## config.mk

```make
export PLATFORM = sky130hd
export DESIGN_NAME = enemy_motion_ctrl
export DESIGN_NICKNAME = d
export VERILOG_FILES = /design/src/rtl/enemy_pkg.sv /design/src/rtl/enemy_axis_step.sv /design/src/rtl/enemy_motion_ctrl.sv
export SDC_FILE = /design/constraint.sdc
export NUM_CORES = 1
export LEC_CHECK = 0
export ABC_CLOCK_PERIOD_IN_PS = 6490
export CAP_MARGIN = 10
export CORE_MARGIN = 2
export CORE_UTILIZATION = 45
export DETAILED_ROUTE_END_ITERATION = 10
export PLACE_DENSITY = 0.67
export SLEW_MARGIN = 25
export SYNTH_ARGS = -nofsm -noshare
export SYNTH_HDL_FRONTEND = slang
export SYNTH_SLANG_ARGS = --single-unit
export TNS_END_PERCENT = 30
```

## constraint.sdc

```tcl
create_clock -name CLK -period 6.49 [get_ports CLK]
set_clock_uncertainty 0.1 [all_clocks]
set_input_delay 1.298 -clock CLK [delete_from_list [all_inputs] [get_ports CLK]]
set_output_delay 1.298 -clock CLK [all_outputs]
set_load 0.01 [all_outputs]
```

## src/rtl/enemy_pkg.sv

```systemverilog
// Shared types and field layout for the enemy motion controller.
package enemy_pkg;

  typedef logic [7:0] coord_t;

  typedef enum logic [1:0] {
    S_IDLE   = 2'd0,
    S_STEP   = 2'd1,
    S_UPDATE = 2'd2
  } state_t;

  localparam logic [1:0] DIR_HOLD = 2'b00;
  localparam logic [1:0] DIR_INC  = 2'b01;
  localparam logic [1:0] DIR_DEC  = 2'b10;
  localparam logic [1:0] DIR_HOLD2 = 2'b11;

  localparam int CMD_XDIR  = 0;
  localparam int CMD_YDIR  = 2;
  localparam int CMD_SPD   = 4;
  localparam int CMD_CHASE = 8;
  localparam int CMD_RESP  = 15;

  function automatic coord_t loc_x(input logic [15:0] l);
    return l[15:8];
  endfunction

  function automatic coord_t loc_y(input logic [15:0] l);
    return l[7:0];
  endfunction

  function automatic logic [15:0] loc_pack(input coord_t x,
                                           input coord_t y);
    return {x, y};
  endfunction

endpackage

```

## src/rtl/enemy_axis_step.sv

```systemverilog
// One-unit next-coordinate for a single axis.
// ENEMY_WRAP_EN selects wrap instead of clamp in normal mode.
module enemy_axis_step
  import enemy_pkg::*;
(
  input  coord_t     coord_i,
  input  logic [1:0] dir_i,
  input  logic       chase_i,
  input  coord_t     target_i,
  input  coord_t     max_i,
  output coord_t     next_o
);

  always_comb begin
    next_o = coord_i;
    if (chase_i) begin
      // toward target, never past the legal range
      if (target_i > coord_i && coord_i < max_i)
        next_o = coord_i + 8'd1;
      else if (target_i < coord_i)
        next_o = coord_i - 8'd1;
    end else begin
      unique case (dir_i)
        DIR_INC: begin
          if (coord_i >= max_i)
`ifdef ENEMY_WRAP_EN
            next_o = '0;
`else
            next_o = max_i;
`endif
          else
            next_o = coord_i + 8'd1;
        end
        DIR_DEC: begin
          if (coord_i == '0)
`ifdef ENEMY_WRAP_EN
            next_o = max_i;
`else
            next_o = '0;
`endif
          else
            next_o = coord_i - 8'd1;
        end
        default: next_o = coord_i;
      endcase
    end
  end

endmodule

```

## src/rtl/enemy_motion_ctrl.sv

```systemverilog
// Per-frame enemy position stepper with chase, respawn and hit/overrun flags.
// Optional macro ENEMY_WRAP_EN: wrap at the playfield edges in normal mode.
module enemy_motion_ctrl
  import enemy_pkg::*;
#(
  parameter coord_t X_MAX   = 8'd159,
  parameter coord_t Y_MAX   = 8'd119,
  parameter coord_t SPAWN_X = 8'd80,
  parameter coord_t SPAWN_Y = 8'd10
) (
  input  logic        CLK,
  input  logic        RESET,
  input  logic        FRAME_TICK,
  input  logic [15:0] Enemy_Data,
  input  logic [15:0] Player_Loc,
  output logic [15:0] Enemy_Loc,
  output logic        Busy,
  output logic        Hit,
  output logic        Overrun
);

  state_t      state_q, state_d;
  logic [3:0]  cnt_q, cnt_d;
  logic [1:0]  xdir_q, xdir_d;
  logic [1:0]  ydir_q, ydir_d;
  logic        chase_q, chase_d;
  logic [15:0] ply_q, ply_d;
  coord_t      wx_q, wx_d;
  coord_t      wy_q, wy_d;
  logic        rp_q, rp_d;
  logic [15:0] loc_q, loc_d;
  logic        hit_q, hit_d;
  logic        ovr_q, ovr_d;
  coord_t      nx, ny;
  logic        resp_edge;
  logic        unused_rsvd;

  assign unused_rsvd = ^Enemy_Data[14:9];
  assign resp_edge   = Enemy_Data[CMD_RESP] & ~rp_q;

  enemy_axis_step u_x (
    .coord_i  (wx_q),
    .dir_i    (xdir_q),
    .chase_i  (chase_q),
    .target_i (loc_x(ply_q)),
    .max_i    (X_MAX),
    .next_o   (nx)
  );

  enemy_axis_step u_y (
    .coord_i  (wy_q),
    .dir_i    (ydir_q),
    .chase_i  (chase_q),
    .target_i (loc_y(ply_q)),
    .max_i    (Y_MAX),
    .next_o   (ny)
  );

  always_comb begin
    state_d = state_q;
    cnt_d   = cnt_q;
    xdir_d  = xdir_q;
    ydir_d  = ydir_q;
    chase_d = chase_q;
    ply_d   = ply_q;
    wx_d    = wx_q;
    wy_d    = wy_q;
    rp_d    = rp_q;
    loc_d   = loc_q;
    hit_d   = hit_q;
    ovr_d   = FRAME_TICK && (state_q != S_IDLE);
    unique case (state_q)
      S_IDLE: begin
        if (FRAME_TICK) begin
          xdir_d  = Enemy_Data[CMD_XDIR +: 2];
          ydir_d  = Enemy_Data[CMD_YDIR +: 2];
          chase_d = Enemy_Data[CMD_CHASE];
          ply_d   = Player_Loc;
          rp_d    = Enemy_Data[CMD_RESP];
          state_d = S_STEP;
          if (resp_edge) begin
            wx_d  = SPAWN_X;
            wy_d  = SPAWN_Y;
            cnt_d = '0;
          end else begin
            wx_d  = loc_x(loc_q);
            wy_d  = loc_y(loc_q);
            cnt_d = Enemy_Data[CMD_SPD +: 4];
          end
        end
      end
      S_STEP: begin
        if (cnt_q == '0) begin
          state_d = S_UPDATE;
        end else begin
          wx_d  = nx;
          wy_d  = ny;
          cnt_d = cnt_q - 4'd1;
        end
      end
      S_UPDATE: begin
        loc_d   = loc_pack(wx_q, wy_q);
        hit_d   = (loc_pack(wx_q, wy_q) == ply_q);
        state_d = S_IDLE;
      end
      default: state_d = S_IDLE;
    endcase
  end

  always_ff @(posedge CLK or posedge RESET) begin
    if (RESET) begin
      state_q <= S_IDLE;
      cnt_q   <= '0;
      xdir_q  <= DIR_HOLD;
      ydir_q  <= DIR_HOLD;
      chase_q <= 1'b0;
      ply_q   <= '0;
      wx_q    <= SPAWN_X;
      wy_q    <= SPAWN_Y;
      rp_q    <= 1'b0;
      loc_q   <= loc_pack(SPAWN_X, SPAWN_Y);
      hit_q   <= 1'b0;
      ovr_q   <= 1'b0;
    end else begin
      state_q <= state_d;
      cnt_q   <= cnt_d;
      xdir_q  <= xdir_d;
      ydir_q  <= ydir_d;
      chase_q <= chase_d;
      ply_q   <= ply_d;
      wx_q    <= wx_d;
      wy_q    <= wy_d;
      rp_q    <= rp_d;
      loc_q   <= loc_d;
      hit_q   <= hit_d;
      ovr_q   <= ovr_d;
    end
  end

  assign Enemy_Loc = loc_q;
  assign Busy      = (state_q != S_IDLE);
  assign Hit       = hit_q;
  assign Overrun   = ovr_q;

endmodule

```

==> impl_metrics.env, run 1 <==
export IMPL_h_tree_depth=3
export IMPL_leakage_nw=1.96
export IMPL_synth_top_area_share_pct=32.8
export IMPL_cts_clk_slew_worst_paths_ns=0.07
export IMPL_grt_pass1_vias=3444
export IMPL_tightest_slew_ns=0.931
export IMPL_antenna_found_initial=0
export IMPL_start_util_pct=46.8
export IMPL_nets=560
export IMPL_hp_class="flop to flop"
export IMPL_worst_ep_arrival_time_ns=3.15
export IMPL_layout_min_cycle_time_ns=3.04
export IMPL_cts_buffers=9
export IMPL_cp_required_ns=6.60
export IMPL_synth_main_ff_cell="dfrtp_1"
export IMPL_antenna_left=0
export IMPL_drt_wl_total_mm=10.8
export IMPL_areaGrowthSynthToFinish_pct=17.2
export IMPL_layout_common_cells="54 x dfrtp_1, 52 x nand2_1, 47 x clkdlybuf4s50_1, 39 x o21ai_0, 34 x a21oi_1"
export IMPL_crit_type="primary input to flop"
export IMPL_use_met2_pct=33.4
export IMPL_cts_num_sinks=62
export IMPL_post_cts_resize_count=0
export IMPL_vdd_drop_max_v=0.000208
export IMPL_ios=54
export IMPL_total_power_mw=2.66
export IMPL_coreArea_mm2=0.00881
export IMPL_drive_gt1_share_pct=13.2
export IMPL_grt_pass1_wl_mm=17.7
export IMPL_syn_instance_count=464
export IMPL_slew_headroom_pct=37.1
export IMPL_final_common_cell="dfrtp_1"
export IMPL_chipHeight_um=99.7
export IMPL_yosysUniqueCellTypes=62
export IMPL_synth_compound_area_share_pct=21.3
export IMPL_synth_edf_count=0
export IMPL_synthSimpleGateAreaFrac_pct=16.6
export IMPL_diodes=0
export IMPL_cap_violations=0
export IMPL_rows=34
export IMPL_synth_top_area_cell="dfrtp_1"
export IMPL_grtUsageTotal_pct=22.6
export IMPL_clockRootBuffer="clkbuf_8"
export IMPL_overflow=0
export IMPL_postCtsSetupBuffers=0
export IMPL_synth_area_mux_share_pct=8.02
export IMPL_grtUsageMet3_pct=4.36
export IMPL_port_buffer_count=47
export IMPL_ys_warnings_count=0
export IMPL_rsz0062_at_grt="no"
export IMPL_postCtsHoldBufs=0
export IMPL_dieArea_mm2=0.00993
export IMPL_num_vias=3654
export IMPL_fin_crit_sh_pct=46.8
export IMPL_place_congestion=0.943
export IMPL_synth_net_count=522
export IMPL_clk_latency_ns=0.34
export IMPL_cts_tree="yes"
export IMPL_fin_tns_setup_ns=0
export IMPL_crit_path_max_fanout=14
export IMPL_ys_ff_latch=62
export IMPL_clockBufferDepth=2
export IMPL_drc=0
export IMPL_viasPerCell=5.94
export IMPL_final_util_pct=54.8
export IMPL_met1_usage_pct=33.6
export IMPL_firstDrtPassIters=5
export IMPL_setup_viol=0
export IMPL_endpoint_kind="flop"
export IMPL_synth_seq_area_share_pct=37.9
export IMPL_outcome="finished, final reports clean"
export IMPL_synth_top_family_by_area="compound AO/OA/AOI/OAI gates"
export IMPL_grt_max_degree=63
export IMPL_avgSynthCellArea_um2=8.88
export IMPL_drt_iter0_drc=241
export IMPL_post_dp_hpwl_mm=7.55
export IMPL_top_usage_layer="met1"
export IMPL_die_x_um=99.7
export IMPL_cp_start_kind="primary input"
export IMPL_hold_violations=0
export IMPL_powerDensity_mw_per_mm2=551
export IMPL_synth_area_mm2=0.00412
export IMPL_slew_viol_final=0
export IMPL_synth_area_leaders="dfrtp_1 33%, ha_1 7.0%, mux2_2 5.5%"
export IMPL_wl_per_cell_um=17.5
export IMPL_synthAdderAreaFrac_pct=6.99
export IMPL_fmax_mhz=329
export IMPL_synthXorXnorAreaFrac_pct=3.40
export IMPL_ys_async_sr_fraction_pct=100
## stage by stage
stage | worst slack, ns | hold WS [ns] | instances | area (um^2)
floorplan | 3.56 | 0.381 | 464 | 4120
global placement | 3.12 | 0.385 | 599 | 4640
detailed placement | 3.12 | 0.383 | 599 | 4650
CTS | 3.47 | 0.394 | 615 | 4830
global route | 3.31 | 0.409 | 615 | 4830
finish | 3.45 | 0.394 | 615 | 4830
## worst max-delay path: stages
cell	delay [ns]
clkdlybuf4s50_1	0.50
nor2_1	0.05
a211oi_1	0.20
buf_4	0.23
and2_1	0.20
o31ai_1	0.13
buf_4	0.23
o21ba_2	0.24
o22ai_1	0.07
## final cells by class
cell class                 count  area (um^2)
clock buffer                  11          131
multi-input combinational    348         2320
clock inverter                 5         50.0
inverter                      26         97.6
timing repair buffer          55          531
sequential                    62         1560
fill                         839         3980
tap                          108          135
## where the power goes
group	internal, mW	switching, mW
Clock	0.175	0.153
Sequential	0.572	0.188
Combinational	0.693	0.876
Total	1.44	1.22
## registers in the layout (all words and copies together), names as in the netlist
| register | flops |
|---|---|
| cnt_q | 4 |
| ply_q | 16 |
| Hit | 1 |
| ydir_q | 2 |
| Overrun | 1 |
| Enemy_Loc | 16 |
| state_q | 2 |
| chase_q | 1 |
| wx_q | 8 |
| xdir_q | 2 |
| wy_q | 8 |
| rp_q | 1 |
## per-layer routing
layer,routed length [um],share of wire [%]
met5,0,0
met4,228,2.1
met3,585,5.4
met2,4630,43
met1,5340,49
## worst paths after layout
kind / slack [ns] / end / cells after the start / from
hold reg to reg: 0.39 / Enemy_Loc[3] / 2 / Enemy_Loc[3]
setup / recovery: 3.45 / wy_q[4] / 9 / FRAME_TICK
max in group asynchronous: 4.35 / cnt_q[2] / 3 / RESET
min in group asynchronous: 1.42 / ply_q[6] / 3 / RESET
setup reg to reg: 3.48 / wx_q[5] / 9 / wx_q[7]
hold / removal: 0.39 / Enemy_Loc[3] / 2 / Enemy_Loc[3]
## cells in the mapped netlist (8+ instances only)
library cell,n
a21oi_1,34
clkbuf_1,15
dfrtp_1,54
dfstp_2,8
ha_1,23
inv_1,25
mux2_2,20
mux2i_1,9
nand2_1,52
nand3_1,15
nor2_1,30
o211ai_1,10
o21ai_0,39
xnor2_1,13
## kinds of logic (layout without fill, tap and decap cells)
kind of cell | Yosys count | after routing
buf+inv | 54 | 97
compound gates | 136 | 136
fa+ha+maj | 23 | 23
mux | 30 | 30
flops | 62 | 62
xor+xnor | 16 | 16
simple gates | 143 | 143
No activity file was read; power rests on OpenSTA's default activity.
==> run 2: changes to the inputs <==
Settings changed: ABC_CLOCK_PERIOD_IN_PS 6490 to 2700, PLACE_DENSITY 0.67 to 0.7.
Clock period 6.49 ns to 2.7 ns, I/O delays scaled along.
==> run 2 against run 1 <==
  * Die area unchanged
  * Register-to-register slack worse by 3.4 ns
  * First-iteration DRC count down 4.1%
==> impl_metrics.env, run 2 (synthesized netlist as in run 1, its figures left out) <==
export IMPL_diodes=0
export IMPL_slew_headroom_pct=59.3
export IMPL_hold_violations=0
export IMPL_fin_crit_sh_pct=96.1
export IMPL_postCtsHoldBufs=0
export IMPL_layout_common_cells="54 x dfrtp_1, 52 x nand2_1, 47 x clkdlybuf4s50_1, 44 x buf_4, 39 x o21ai_0"
export IMPL_fmax_mhz=385
export IMPL_comb_power_share_pct=64.1
export IMPL_leakage_nw=2.15
export IMPL_setup_viol=0
export IMPL_crit_path_max_fanout=6
export IMPL_grt_max_degree=63
export IMPL_layout_min_cycle_time_ns=2.60
export IMPL_total_power_mw=6.89
export IMPL_drt_iter0_drc=231
export IMPL_ios=54
export IMPL_areaGrowthSynthToFinish_pct=24.7
export IMPL_tightest_slew_ns=0.611
export IMPL_cts_clk_slew_worst_paths_ns=0.07
export IMPL_antenna_left=0
export IMPL_crit_start="wy_q[3]"
export IMPL_fin_tns_setup_ns=0
export IMPL_cts_num_sinks=62
export IMPL_start_util_pct=46.8
export IMPL_cts_buffers=9
export IMPL_endpoint_kind="flop"
export IMPL_die_x_um=99.7
export IMPL_powerDensity_mw_per_mm2=1340
export IMPL_num_vias=3725
export IMPL_post_dp_hpwl_mm=8.08
export IMPL_outcome="finished, final reports clean"
export IMPL_grt_pass1_vias=3632
export IMPL_viasPerCell=5.71
export IMPL_port_buffer_count=47
export IMPL_grtUsageTotal_pct=23.4
export IMPL_cap_violations=0
export IMPL_final_util_pct=58.3
export IMPL_multiInputGateArea_mm2=0.00234
export IMPL_final_common_cell="dfrtp_1"
export IMPL_slew_viol_final=0
export IMPL_n_fill_cell=811
export IMPL_clockBufferDepth=2
export IMPL_coreArea_mm2=0.00881
export IMPL_fin_hold_ws_ns=0.403
export IMPL_power_internal_mw=3.84
export IMPL_worst_ep_arrival_time_ns=2.73
export IMPL_seq_area_mm2=0.00156
export IMPL_clockPowerShare_pct=11.5
export IMPL_cp_required_ns=2.83
export IMPL_clk_latency_ns=0.34
export IMPL_cts_tree="yes"
export IMPL_dieArea_mm2=0.00993
export IMPL_sw_frac_of_total_pct=44.3
export IMPL_grt_pass1_wl_mm=18.3
export IMPL_hold_path_startpoint="Enemy_Loc[3]"
export IMPL_wl_per_cell_um=17.0
export IMPL_crit_type="flop to flop"
export IMPL_drt_wl_total_mm=11.1
export IMPL_clockRootBuffer="clkbuf_8"
export IMPL_overflow=0
export IMPL_p_sw_mw=3.05
export IMPL_rsz0062_at_grt="yes"
export IMPL_pwr_share_seq_pct=24.4
export IMPL_vdd_drop_max_v=0.000484
export IMPL_drc=0
export IMPL_nets=597
export IMPL_chipHeight_um=99.7
export IMPL_antenna_found_initial=0
export IMPL_hp_class="flop to flop"
export IMPL_cp_start_kind="flop"
export IMPL_firstDrtPassIters=5
export IMPL_place_congestion=0.951
export IMPL_drive_gt1_share_pct=19.3
export IMPL_r2r_start="wy_q[3]"
export IMPL_h_tree_depth=3
export IMPL_rows=34
-- run 2: power groups by stage --
stage | logic (mW) | registers (mW) | clock network (mW)
3_3_place_gp | 4.14 | 1.68 | 0
6_report | 4.42 | 1.68 | 0.793
2_1_floorplan | 2.85 | 1.64 | 0
5_1_grt | 4.88 | 1.74 | 0.861
3_5_place_dp | 4.24 | 1.71 | 0
4_1_cts | 4.27 | 1.69 | 0.811
-- run 2: per-stage QoR --
step | area, um^2 | worst slack, ns | instances
floorplan | 4120 | 0.0727 | 464
global placement | 4920 | 0.0365 | 634
detailed placement | 4920 | 0.00180 | 634
CTS | 5100 | 0.0570 | 650
global route | 5140 | -0.0528 | 652
finish | 5140 | 0.104 | 652
-- run 2: worst max-delay path, cell delays in order, from the launching register on --
cell	delay, ns
dfstp_2	0.54
inv_1	0.09
ha_1	0.33
nand4_1	0.08
or2_2	0.31
nand2_1	0.12
inv_1	0.10
o31ai_4	0.28
buf_4	0.20
mux2_2	0.34
-- run 2: routing by layer --
metal | wire [um] | track usage (%) | up-vias
met2 | 4880 | 34.6 | 140
met5 | 0 | 0 | -
met1 | 5350 | 34.5 | 1754
li1 | - | - | 1820
met4 | 102 | 6.01 | 0
met3 | 737 | 5.83 | 11
-- run 2: layout make-up --
cell class,instances,share of cell area (%)
inverters,26,1.90
multi-input cells,348,45.5
repair buffers,92,16.0
clock inverters,4,0.925
flip-flops and latches,62,30.4
clock buffers,12,2.63
well taps,108,2.63
-- run 2: what timing repair did --
| action | CTS | global route |
|---|---|---|
| buffers inserted | 0 | 2 |
| gates resized for setup | 1 | 4 |
| gates cloned | 0 | 0 |
| setup endpoints to repair | 1 | 13 |
-- run 2: worst paths after layout --
check	endpoint	slack, ns	depth (start not counted)
min reg2reg	Enemy_Loc[3]	0.40	2
min in group asynchronous	ply_q[7]	0.49	3
max reg2reg	wy_q[5]	0.10	9
max in group asynchronous	wy_q[3]	1.70	3
min	Enemy_Loc[3]	0.40	2
max	wy_q[5]	0.10	9
==> run 3: changes to the inputs <==
Settings changed: RECOVER_POWER set to 25.
==> run 3 against run 2 <==
  * Cell count unchanged
  * The flow now finishes with violations (max-capacitance violations, max-slew violations)
  * Register-to-register slack about the same
  * First-iteration DRC count up 0.43%
  * Die area unchanged
  * Via count up 0.54%
  * Critical path depth unchanged
  * Clock power about the same
  * Sequential power about the same
  * Critical path type unchanged
==> impl_metrics.env, run 3 (synthesized netlist as in run 1, its figures left out) <==
export IMPL_num_vias=3745
export IMPL_antenna_found_initial=0
export IMPL_drc=0
export IMPL_crit_start="wy_q[3]"
export IMPL_hp_class="flop to flop"
export IMPL_cp_start_kind="flop"
export IMPL_slew_viol_final=63
export IMPL_drive_gt1_share_pct=19.1
export IMPL_violations="max-capacitance violations, max-slew violations"
export IMPL_critPathMaxStageDelay_ns=0.54
export IMPL_cts_clk_slew_worst_paths_ns=0.07
export IMPL_h_tree_depth=3
export IMPL_grtUsageMet3_pct=5.83
export IMPL_fin_tns_setup_ns=0
export IMPL_fmax_mhz=385
export IMPL_crit_chain="inv_1 -> ha_1 -> nand4_1 -> or2_2 -> nand2_1 -> inv_1 -> o31ai_4 -> buf_4 -> mux2_2"
export IMPL_setup_viol=0
export IMPL_place_congestion=0.951
export IMPL_dieArea_mm2=0.00993
export IMPL_wl_per_cell_um=17.0
export IMPL_n_fill_cell=813
export IMPL_worst_ep_arrival_time_ns=2.74
export IMPL_diodes=0
export IMPL_vdd_drop_max_v=0.000484
export IMPL_start_util_pct=46.8
export IMPL_cap_violations=1
export IMPL_cts_tree="yes"
export IMPL_grt_pass1_vias=3632
export IMPL_nets=597
export IMPL_crit_path_max_fanout=6
export IMPL_cpMostUsedCell="inv_1"
export IMPL_endpoint_kind="flop"
export IMPL_ios=54
export IMPL_crit_family="flip-flops"
export IMPL_r2r_slack_ns=0.10
export IMPL_grt_max_degree=63
export IMPL_cts_buffers=9
export IMPL_r2r_end="wy_q[5]"
export IMPL_cp_slowest_cell="dfstp_2"
export IMPL_powerDensity_mw_per_mm2=1350
export IMPL_total_power_mw=6.89
export IMPL_top_usage_layer="met2"
export IMPL_crit_type="flop to flop"
export IMPL_rows=34
export IMPL_layout_min_cycle_time_ns=2.60
export IMPL_clockBufferDepth=2
export IMPL_layout_common_cells="54 x dfrtp_1, 52 x nand2_1, 46 x clkdlybuf4s50_1, 44 x buf_4, 39 x o21ai_0"
export IMPL_dpl_cell_area_mm2=0.00492
export IMPL_multiInputGateArea_mm2=0.00234
export IMPL_areaGrowthSynthToFinish_pct=24.4
export IMPL_coreArea_mm2=0.00881
export IMPL_grtUsageTotal_pct=23.4
export IMPL_post_dp_hpwl_mm=8.08
export IMPL_cp_depth=9
export IMPL_overflow=0
export IMPL_final_common_cell="dfrtp_1"
export IMPL_hold_violations=0
export IMPL_drt_iter0_drc=232
export IMPL_firstDrtPassIters=5
export IMPL_port_buffer_count=47
export IMPL_crit_buf_inv=3
export IMPL_die_x_um=99.7
export IMPL_rsz0062_at_grt="yes"
export IMPL_cts_num_sinks=62
export IMPL_leakage_nw=2.14
export IMPL_drt_wl_total_mm=11.1
export IMPL_fin_crit_sh_pct=96.2
export IMPL_cp_required_ns=2.84
export IMPL_r2r_start="wy_q[3]"
export IMPL_crit_path_end="wy_q[5]"
export IMPL_clk_latency_ns=0.35
export IMPL_use_met2_pct=34.6
export IMPL_slew_headroom_pct=-3.03
export IMPL_outcome="finished with violations"
export IMPL_seq_area_mm2=0.00156
export IMPL_chipHeight_um=99.7
export IMPL_grt_pass1_wl_mm=18.3
export IMPL_viasPerCell=5.74
export IMPL_met1_usage_pct=34.5
export IMPL_tightest_slew_ns=1.55
export IMPL_antenna_left=0
export IMPL_clockRootBuffer="clkbuf_8"
export IMPL_stdcell_area_mm2=0.00512
export IMPL_reg2reg_depth=9
run 3: report_power, final:
group | switching (mW) | internal (mW)
clock network | 0.372 | 0.424
logic | 2.38 | 2.04
registers | 0.306 | 1.37
total | 3.05 | 3.84
run 3: layer usage:
metal	part of all wire (%)	routed length (um)
met4	1.1	121
met5	0	0
met3	6.8	749
met1	48	5340
met2	44	4870
run 3: metrics by stage:
| stage | std cells | hold slack, ns | setup WS (ns) | utilization (%) |
|---|---|---|---|---|
| 2_1_floorplan | 464 | 0.381 | 0.0727 | - |
| 3_3_place_gp | 634 | 0.383 | 0.0365 | 55.9 |
| 5_1_grt | 652 | 0.441 | -0.0528 | 58.2 |
| 3_5_place_dp | 634 | 0.382 | 0.00180 | 55.9 |
| 4_1_cts | 650 | 0.410 | 0.0570 | 58.0 |
| 6_report | 652 | 0.403 | 0.102 | 58.2 |
run 3: worst min path at each step:
| stage | start | endpoint | slack, ns | depth (start not counted) |
|---|---|---|---|---|
| after CTS | Enemy_Loc[3] | Enemy_Loc[3] | 0.41 | 2 |
| after floorplan | wy_q[1] | wy_q[1] | 0.38 | 2 |
| after detailed placement | Hit | Hit | 0.38 | 2 |
| after global placement | Enemy_Loc[14] | Enemy_Loc[14] | 0.38 | 2 |
| final | Enemy_Loc[3] | Enemy_Loc[3] | 0.40 | 2 |
| after global routing | Enemy_Loc[3] | Enemy_Loc[3] | 0.44 | 2 |
run 3: area by class of cell:
| cell class | instances | share of cell area, % |
|---|---|---|
| multi-input combinational | 348 | 45.7 |
| timing repair buffer | 92 | 15.7 |
| sequential | 62 | 30.5 |
| tap | 108 | 2.64 |
| inverter | 26 | 1.91 |
| clock inverter | 4 | 0.928 |
| clock buffer | 12 | 2.64 |
run 3: what timing repair did:
item | 4_1_cts | 5_1_grt
buffers inserted | 0 | 2
hold buffers | 0 | 0
hold endpoints to repair | 0 | 0
pin swaps | 0 | 0
resized for setup | 1 | 4
setup endpoints to repair | 1 | 13
run 3: worst reg2reg max path: stages, from the launching register on:
cell     delay, ns
dfstp_2       0.54
inv_1         0.09
ha_1          0.33
nand4_1       0.08
or2_2         0.31
nand2_1       0.12
inv_1         0.10
o31ai_4       0.28
buf_4         0.20
mux2_2        0.34
